File: src/rtl/mux16_arbiter.sv
// Round-robin arbiter that owns the select of a shared 16:1 mux.
// Grants are held for up to MAX_BURST beats, and an IDLE cycle always separates two owners.
module mux16_arbiter #(
    parameter int MAX_BURST = 4
) (
    input  logic        clk,
    input  logic        rst,
    input  logic [15:0] req,
    input  logic        ready,
    output logic [15:0] grant,
    output logic [3:0]  s,
    output logic        valid
);

    typedef enum logic {IDLE, BUSY} state_t;

    localparam logic [7:0] LAST_BEAT = 8'(MAX_BURST - 1);

    state_t      state, state_n;
    logic [3:0]  ptr, ptr_n;
    logic [3:0]  s_n;
    logic [7:0]  cnt, cnt_n;
    logic [15:0] grant_n;
    logic        xfer;
    logic        release_now;

    // First set bit of r, scanning upward from start with modulo-16 wrap.
    function automatic logic [3:0] rr_pick(input logic [15:0] r, input logic [3:0] start);
        logic [3:0] idx;
        logic       found;
        rr_pick = start;
        found   = 1'b0;
        for (int k = 0; k < 16; k++) begin
            idx = start + 4'(k);
            if (!found && r[idx]) begin
                rr_pick = idx;
                found   = 1'b1;
            end
        end
    endfunction

    assign valid       = (state == BUSY) && req[s];
    assign xfer        = valid && ready;
    assign release_now = !req[s] || (xfer && (cnt == LAST_BEAT));

    always_comb begin
        state_n = state;
        ptr_n   = ptr;
        s_n     = s;
        cnt_n   = cnt;
        grant_n = grant;
        case (state)
            IDLE: begin
                grant_n = '0;
                cnt_n   = '0;
                if (|req) begin
                    s_n     = rr_pick(req, ptr);
                    grant_n = 16'b1 << s_n;
                    state_n = BUSY;
                end
            end
            BUSY: begin
                if (release_now) begin
                    state_n = IDLE;
                    grant_n = '0;
                    cnt_n   = '0;
                    ptr_n   = s + 4'd1;
                end else if (xfer) begin
                    cnt_n = cnt + 8'd1;
                end
            end
            default: begin
                state_n = IDLE;
                grant_n = '0;
                cnt_n   = '0;
            end
        endcase
    end

    always_ff @(posedge clk or posedge rst) begin
        if (rst) begin
            state <= IDLE;
            ptr   <= '0;
            s     <= '0;
            cnt   <= '0;
            grant <= '0;
        end else begin
            state <= state_n;
            ptr   <= ptr_n;
            s     <= s_n;
            cnt   <= cnt_n;
            grant <= grant_n;
        end
    end

endmodule

File: config.mk
export PLATFORM = sky130hd
export DESIGN_NAME = mux16_arbiter
export DESIGN_NICKNAME = d
export VERILOG_FILES = /design/src/rtl/mux16_arbiter.sv
export SDC_FILE = /design/constraint.sdc
export NUM_CORES = 1
export LEC_CHECK = 0
export ABC_AREA = 1
export CELL_PAD_IN_SITES_DETAIL_PLACEMENT = 1
export CELL_PAD_IN_SITES_GLOBAL_PLACEMENT = 1
export CORE_ASPECT_RATIO = 0.5
export CORE_MARGIN = 2
export CORE_UTILIZATION = 42
export CTS_CLUSTER_SIZE = 10
export DETAILED_ROUTE_END_ITERATION = 10
export HOLD_SLACK_MARGIN = 0.06
export PLACE_DENSITY = 0.91
export SYNTH_ARGS = -nofsm -noshare
export SYNTH_HDL_FRONTEND = slang
export SYNTH_SLANG_ARGS = --single-unit
File: constraint.sdc
create_clock -name clk -period 6.43 [get_ports clk]
set_input_delay 0.9645 -clock clk [delete_from_list [all_inputs] [get_ports clk]]
set_output_delay 0.9645 -clock clk [all_outputs]
set_load 0.1 [all_outputs]
After elaboration in Yosys (flattened, before gate mapping)
Index checks and enable logic that the tools add are counted.
{"block": "op_classes", "n_addsub": 17, "magnitude_cmp": 17, "eq_ne": 3, "n_shift": 1, "muxes": 105, "bitwise": 1, "reduce_logical": 38}
{"cell": "$lt 4x5->1 const B", "n": 17}
{"cell": "$bmux 1 s4", "n": 17}
{"cell": "$mux 4", "n": 17}
{"cell": "$mux 1", "n": 64}
{"cell": "$add 4x4->4 const B", "n": 8}
{"cell": "$mux 16", "n": 2}
{"cell": "$pmux 16 s2", "n": 1}
{"cell": "$logic_and 1x1->1", "n": 18}
{"cell": "$add 4x3->4 const B", "n": 4}
{"cell": "$logic_not 1->1", "n": 16}
{"cell": "$mux 8", "n": 2}
{"cell": "$pmux 8 s2", "n": 1}
{"cell": "$reduce_or 16->1", "n": 1}
{"cell": "$shl 1x4->16 const A", "n": 1}
{"cell": "$add 4x1->4 const B", "n": 2}
{"cell": "$add 4x2->4 const B", "n": 2}
{"cell": "$add 8x1->8 const B", "n": 1}
{"cell": "$eq 8x2->1 const B", "n": 1}
{"cell": "$reduce_and 2->1", "n": 2}
{"cell": "$ne 3x1->1 const B", "n": 1}
{"cell": "$ne 2x1->1 const B", "n": 1}
{"cell": "$pmux 1 s2", "n": 1}
{"cell": "$logic_or 1x1->1", "n": 1}
{"cell": "$not 1->1", "n": 1}
{"block": "totals", "ff_bits": 33, "input_bits": 19, "out_inout_bits": 21, "elab_cells": 187}

Depth between registers and ports, before layout
Gate-level depths: netlist (run 1).
{"block": "depth", "word_depth": 83, "mapped_depth": 32, "mapped_depth_nobuf": 31}

Least setup slack after synthesis (run 1)
No wires, ideal clock.
{"block": "synth_path", "kind": "reg-to-output", "startpoint": "reg s[0]", "endpoint": "out valid", "t_arrival_ps": 2500, "required_time_ps": 5465, "slack_ps": 2966, "stages_incl_launch_ff": 8, "path_buffers": 1, "path_cell_list": "dfrtp_1 clkbuf_1 nor2_1 o32ai_1 o221ai_1 nand2_1 nand2_1 inv_1"}
{"block": "synth_between", "elab_chain_len": 3}
{"item": "start, declared", "line": "11", "text": "output logic [3:0] s,"}
{"item": "start signal, assigned", "line": "90", "text": "s <= s_n;"}
{"item": "$bmux 1 s4", "line": "42", "text": "assign valid = (state == BUSY) && req[s];"}
{"item": "$mux 1 (implied by the code)", "line": "42"}
{"item": "$logic_and 1x1->1", "line": "42"}
{"item": "end, declared", "line": "12", "text": "output logic valid"}
Every way passes these cells. The select of a mux whose other input is x is not followed.

Worst setup path after layout (run 1)
{"block": "layout_path", "startpoint": "reg ptr[0]", "endpoint": "reg grant[8]"}
{"block": "layout_between", "elab_chain_len": 83, "word_cells_on_any_way": 142, "classes_between": "add/sub: 15; shift: 1; mux: 96; reduce/logical: 30"}
{"item": "start, declared", "line": "20", "text": "logic [3:0] ptr, ptr_n;"}
{"item": "start signal, assigned", "line": "89", "text": "ptr <= ptr_n;"}
{"item": "parallel branches: the longest is 77 deep, another holds $add 4x1->4"}
{"item": "$mux 4 *", "line": "35", "text": "if (!found && r[idx]) begin"}
{"item": "$mux 4 *", "line": "56", "text": "if (|req) begin"}
{"item": "$mux 4 *", "line": "52", "text": "case (state)"}
{"item": "$shl 1x4->16 *", "line": "58", "text": "grant_n = 16'b1 << s_n;"}
{"item": "$mux 16 *", "line": "56"}
{"item": "$pmux 16 s2 *", "line": "52"}
{"item": "end signal, assigned", "line": "92", "text": "grant <= grant_n;"}
{"item": "end, declared", "line": "10", "text": "output logic [15:0] grant,"}
Every way passes the cells marked *. The select of a mux whose other input is x is not followed.
A chain may end at the register's enable or synchronous reset.

==> impl_metrics.env, run 1 <==
export IMPL_outcome="finished, final reports clean"
export IMPL_async_flop_share_pct=100.0
export IMPL_rows=23
export IMPL_hold_buffers=0
export IMPL_grt_max_degree=34
export IMPL_finalCritPeriodShare_pct=78.93
export IMPL_num_io_pins=40
export IMPL_ys_warnings_count=0
export IMPL_ys_types=39
export IMPL_die_x_um=131.5
export IMPL_wl_per_cell_um=17.04
export IMPL_worstSetupPathType="flop to flop"
export IMPL_slew_violations=0
export IMPL_clk_pin_slew_ps=60
export IMPL_fmax_mhz=197.0
export IMPL_antenna_cells=0
export IMPL_worstHoldPathCells=2
export IMPL_crit_family="simple AND/OR/NAND/NOR gates"
export IMPL_multi_input_area_um2=2257
export IMPL_seqCellArea_um2=825.8
export IMPL_antenna_found_initial=0
export IMPL_drt_iter0_drc=407
export IMPL_drive_gt1_share_pct=4.221
export IMPL_cts_tree="done"
export IMPL_worst_path_max_delay_cell="dfrtp_1"
export IMPL_critPathLaunchType="flop"
export IMPL_mappedNetlistArea_um2=3412
export IMPL_worstMarginPinSlew_ps=988.1
export IMPL_max_stage_delay_ps=850
export IMPL_critPathRequiredTime_ps=6620
export IMPL_critPathBufInv=3
export IMPL_hold_violations=0
export IMPL_clkLatencyLatePin_ps=280
export IMPL_reg2reg_from="ptr[0]"
export IMPL_io_buffers=39
export IMPL_hp_start="grant[7]"
export IMPL_path_common_cell="nand3_1"
export IMPL_r2r_slack_ps=1360
export IMPL_post_cts_buffers=0
export IMPL_hpwl_mm=9.328
export IMPL_crit_path_end_kind="flop"
export IMPL_fin_nets=643
export IMPL_setup_viol=0
export IMPL_gp_congestion=0.8738
export IMPL_reg2reg_depth=21
export IMPL_dr_pass1_iters=5
export IMPL_syn_num_nets=609
export IMPL_globalRouteTotalUtil_pct=28.64
export IMPL_wl_mm=12.40
export IMPL_worst_clock_skew_ps=9.144
export IMPL_fillerInstances=1128
export IMPL_grt_pass1_wl_mm=20.50
export IMPL_cap_violations=0
export IMPL_core_um2=7943
export IMPL_vias=4120
export IMPL_min_period_ps=5075
export IMPL_clock_root_buffer="clkbuf_16"
export IMPL_antenna_left=0
export IMPL_synth_avg_cell_area_um2=5.873
export IMPL_rsz0062_at_grt="no"
export IMPL_hold_path_endpoint="grant[7]"
export IMPL_synth_edf_count=0
export IMPL_cts_repair_resized=0
export IMPL_ys_flop_type="dfrtp_1"
export IMPL_reg2reg_to="grant[8]"
export IMPL_cp_cell_sequence="inv_2 -> ha_1 -> inv_1 -> nand3_1 -> nand3_1 -> nand3_1 -> nand2_1 -> nand3_1 -> nor2_1 -> nand4_1 -> nor2_2 -> nand4_2 -> nor3_4 -> nand3_1 -> nand3_1 -> nand2_1 -> nand2_2 -> inv_1 -> a21oi_1 -> nand3_1 -> o21ai_1"
export IMPL_overflow=0
export IMPL_die_area_um2=8905
export IMPL_drc=0
export IMPL_cts_buffers=5
export IMPL_synth_seq_cells=33
export IMPL_cts_buffer_depth=2
export IMPL_ctsHtreeMaxLevel=2
export IMPL_grt_pass1_vias=4199
export IMPL_initial_core_util_pct=42.96
export IMPL_min_path_type="flop to flop"
export IMPL_synth_cells=581
export IMPL_routed_via_density=5.659
export IMPL_ys_seq_area_share_pct=24.20
export IMPL_area_growth_syn_to_layout_pct=19.51
export IMPL_tns_ps=0
export IMPL_worst_path_max_fanout=24
export IMPL_die_h_um=67.74
export IMPL_cp_data_arrival_time_ps=5270
export IMPL_final_util_pct=51.34
export IMPL_cts_sinks=33
export IMPL_slew_headroom_pct=33.92
## synthesized netlist by cell type (3+ instances only)
| library cell | n | area (um2) |
|---|---|---|
| a21oi_1 | 18 | 90.09 |
| buf_2 | 5 | 25.02 |
| clkbuf_1 | 7 | 26.28 |
| dfrtp_1 | 33 | 825.8 |
| ha_1 | 9 | 112.6 |
| inv_1 | 64 | 240.2 |
| nand2_1 | 189 | 709.4 |
| nand2_2 | 5 | 31.28 |
| nand3_1 | 114 | 570.6 |
| nand4_1 | 5 | 31.28 |
| nor2_1 | 45 | 168.9 |
| nor3_1 | 3 | 15.01 |
| nor4_1 | 6 | 37.54 |
| o21ai_0 | 32 | 160.2 |
| o21ai_1 | 8 | 40.04 |
| xnor2_1 | 3 | 26.28 |
| xor2_1 | 5 | 43.79 |
## worst max-delay path by stage
stage	slack, ps	end	from	cells past startpoint
global placement	1860	grant[7]	ptr[0]	28
CTS	1490	grant[8]	ptr[0]	21
global route	930	grant[7]	ptr[0]	28
finish	1360	grant[8]	ptr[0]	21
detailed placement	1640	grant[1]	ptr[0]	30
floorplan	2970	valid	s[0]	7
## sequential cells by signal (all words and copies together) (netlist names)
signal and flops:
s 4, ptr 4, grant 16, cnt 8, state 1
## metal layers
metal  wire (um)  vias to the layer above  part of all wire (%)  GRT usage [%]
met5           0                        -                     0              0
met4         250                        0                   2.0          11.14
met3         669                       26                   5.4          3.078
met2        5674                      127                    46          48.95
met1        5808                     1993                    47          38.16
li1            -                     1974                     -              -
## cells by family (layout without fill, tap and decap cells)
kind of cell / Yosys count / after routing / synth area share [%]
compound gates: 70 / 70 / 11.37
xor+xnor: 9 / 9 / 2.530
fa+ha+maj: 9 / 9 / 3.300
buf+inv: 82 / 117 / 9.644
flops: 33 / 33 / 24.20
simple gates: 378 / 378 / 48.95
## layout by cell type (no fill, tap or decap), types with 2 or more instances in the layout
cell type | synthesis | final
o21ai_1 | 8 | 8
dfrtp_1 | 33 | 33
nand4_1 | 5 | 5
nand3_1 | 114 | 114
xnor2_1 | 3 | 3
clkdlybuf4s50_1 | 0 | 39
o21ai_0 | 32 | 32
ha_1 | 9 | 9
o221ai_1 | 2 | 2
clkbuf_16 | 0 | 5
nor2_2 | 2 | 2
inv_1 | 64 | 64
bufinv_16 | 0 | 2
o31ai_1 | 2 | 2
nor3_1 | 3 | 3
nor2_1 | 45 | 45
nor3_4 | 2 | 2
nor3b_1 | 2 | 2
nor4_1 | 6 | 6
o32ai_1 | 2 | 2
clkinv_1 | 2 | 2
buf_4 | 2 | 3
nand2_1 | 189 | 189
nand2_2 | 5 | 5
a21oi_1 | 18 | 18
xor2_1 | 5 | 5
## through the flow
step	worst slack, ps	instance area [um2]	std cells	hold WS (ps)
2_1_floorplan	2966	3412	581	434.1
3_3_place_gp	1856	3887	720	460.8
3_5_place_dp	1638	3887	720	463.3
4_1_cts	1485	4078	728	470.5
5_1_grt	927.5	4078	728	489.5
6_report	1355	4078	728	478.8
## worst register-to-register path: cells and delay by family (launching register included)
| family | cells | cell delay, ps |
|---|---|---|
| AO/OA/AOI/OAI | 2 | 460 |
| adder cells (fa/ha/maj) | 1 | 590 |
| buffers and inverters | 3 | 810 |
| flip-flops | 1 | 850 |
| AND/OR/NAND/NOR | 15 | 2260 |
## layout make-up
type	instances	area share (%)
inverters	67	6.168
clock buffers	5	3.068
multi-input cells	466	55.35
flip-flops and latches	33	20.25
well taps	112	3.437
clock inverters	3	1.596
repair buffers	42	10.13
Power of run 1 is not shown: default switching activity piles up to over one toggle a cycle in this logic, so the estimate is an artifact.
==> inputs of run 2 (changes only) <==
--- a/config.mk
+++ b/config.mk
@@ -10,11 +10,11 @@
 export CELL_PAD_IN_SITES_GLOBAL_PLACEMENT = 1
 export CORE_ASPECT_RATIO = 0.5
 export CORE_MARGIN = 2
-export CORE_UTILIZATION = 42
+export CORE_UTILIZATION = 35
 export CTS_CLUSTER_SIZE = 10
 export DETAILED_ROUTE_END_ITERATION = 10
 export HOLD_SLACK_MARGIN = 0.06
-export PLACE_DENSITY = 0.91
+export PLACE_DENSITY = 0.82
 export SYNTH_ARGS = -nofsm -noshare
 export SYNTH_HDL_FRONTEND = slang
 export SYNTH_SLANG_ARGS = --single-unit
==> constraint.sdc (replaced) <==
create_clock -name clk -period 4.42 [get_ports clk]
set_input_delay 0.663 -clock clk [delete_from_list [all_inputs] [get_ports clk]]
set_output_delay 0.663 -clock clk [all_outputs]
set_load 0.1 [all_outputs]
==> run 2 against run 1 <==
- register-to-register slack got worse by 900 ps
- via count decreased by 3.3%
- die area increased by 19%
- hold slack improved by 4.2 ps
- maximum frequency increased by 28%
- worst setup slack got worse by 900 ps
- non-clock buffer count increased by 7
==> impl_metrics.env, run 2 (synthesized netlist as in run 1, its figures left out) <==
export IMPL_post_cts_buffers=0
export IMPL_crit_path_end="grant[1]"
export IMPL_clkLatencyLatePin_ps=280
export IMPL_worstSetupPathType="flop to flop"
export IMPL_drive_gt1_share_pct=5.778
export IMPL_final_util_pct=43.56
export IMPL_tns_ps=0
export IMPL_antenna_cells=0
export IMPL_dr_pass1_iters=4
export IMPL_cp_data_arrival_time_ps=4180
export IMPL_die_x_um=143.6
export IMPL_cts_sinks=33
export IMPL_min_period_ps=3965
export IMPL_wl_per_cell_um=15.70
export IMPL_hold_buffers=0
export IMPL_wl_mm=11.90
export IMPL_max_flop_register="grant"
export IMPL_finalCritPeriodShare_pct=89.70
export IMPL_area_growth_syn_to_layout_pct=20.61
export IMPL_setup_viol=0
export IMPL_critPathLaunchType="flop"
export IMPL_worstMarginPinSlew_ps=978.4
export IMPL_core_um2=9447
export IMPL_worstSetupStartpoint="ptr[1]"
export IMPL_grt_max_degree=24
export IMPL_hp_start="grant[7]"
export IMPL_largest_reg_flops=16
export IMPL_reg2reg_from="ptr[1]"
export IMPL_clk_pin_slew_ps=60
export IMPL_antenna_left=0
export IMPL_crit_path_end_kind="flop"
export IMPL_fillerInstances=1305
export IMPL_antenna_found_initial=0
export IMPL_cts_repair_resized=0
export IMPL_cap_violations=0
export IMPL_initial_core_util_pct=36.12
export IMPL_die_area_um2=10600
export IMPL_worst_clock_skew_ps=4.470
export IMPL_layout_common_cells="nand2_1, nand3_1, inv_1, nor2_1, clkdlybuf4s50_1"
export IMPL_cts_tree="done"
export IMPL_reg2reg_depth=27
export IMPL_ctsHtreeMaxLevel=2
export IMPL_reg2reg_to="grant[1]"
export IMPL_grt_pass1_wl_mm=19.69
export IMPL_fmax_mhz=252.2
export IMPL_gp_congestion=0.8862
export IMPL_critPathRequiredTime_ps=4640
export IMPL_hold_violations=0
export IMPL_multi_input_area_um2=2260
export IMPL_drc=0
export IMPL_clock_root_buffer="clkbuf_16"
export IMPL_globalRouteTotalUtil_pct=23.48
export IMPL_vias=3986
export IMPL_cts_buffer_depth=2
export IMPL_fin_nets=650
export IMPL_drt_iter0_drc=246
export IMPL_final_common_cell="nand2_1"
export IMPL_cts_buffers=5
export IMPL_slew_headroom_pct=34.57
export IMPL_slew_violations=0
export IMPL_num_io_pins=40
export IMPL_worst_path_max_fanout=14
export IMPL_hpwl_mm=9.317
export IMPL_top_regs="grant (16), cnt (8)"
export IMPL_min_path_type="flop to flop"
export IMPL_routed_via_density=5.259
export IMPL_rows=25
export IMPL_io_buffers=39
export IMPL_seqCellArea_um2=827.0
export IMPL_overflow=0
export IMPL_die_h_um=73.82
export IMPL_r2r_slack_ps=460
export IMPL_rsz0062_at_grt="no"
export IMPL_outcome="finished, final reports clean"
export IMPL_grt_pass1_vias=4052
## run 2: critical path: stages (launching register included)
cell and delay, ps:
dfrtp_1 500, inv_1 110, buf_4 220, ha_2 470, inv_1 170, nand3_1 140
nand2_1 80, nand2_1 90, nand2_1 100, nor2_1 160, nand2_1 80, nor2_1 210
nand3_1 210, clkinv_1 110, a21oi_1 60, nand2_1 90, nand3_1 60, nand2_1 70
nand2_1 60, nand2_1 60, nand2_1 60, nand2_1 70, nand2_1 60, nand2_2 180
nand2_4 130, nor2_1 160, nand3_1 90, nand2_1 70
## run 2: metal layers
layer | track usage [%] | routed length (um) | vias up
met5 | 0 | 0 | -
met4 | 4.357 | 51 | 0
met3 | 2.608 | 314 | 5
met2 | 41.43 | 5753 | 44
met1 | 31.64 | 5780 | 1942
li1 | - | - | 1995
## run 2: layout make-up
cell class,count,share of cell area [%]
Multi-Input combinational cell,466,54.91
Sequential cell,33,20.10
Timing Repair Buffer,49,11.25
Inverter,67,6.172
Tap cell,135,4.105
Clock buffer,5,3.040
Clock inverter,3,0.4257
## run 2: how the worst min path moves through the flow
stage,end,cells past startpoint
6_report,grant[7],2
5_1_grt,grant[7],2
4_1_cts,grant[7],2
3_5_place_dp,grant[7],2
3_3_place_gp,cnt[7],1
2_1_floorplan,cnt[7],1
## run 2: per-stage QoR
stage	cell area [um2]	worst slack, ps	std cells	hold WS, ps
floorplan	3412	974.6	581	434.1
global placement	3966	492.9	750	463.9
detailed placement	3966	333.6	750	471.7
CTS	4109	312.2	758	485.7
global route	4115	37.88	758	510.0
finish	4115	455.5	758	483.0
Power of run 2 is left out for the same reason.
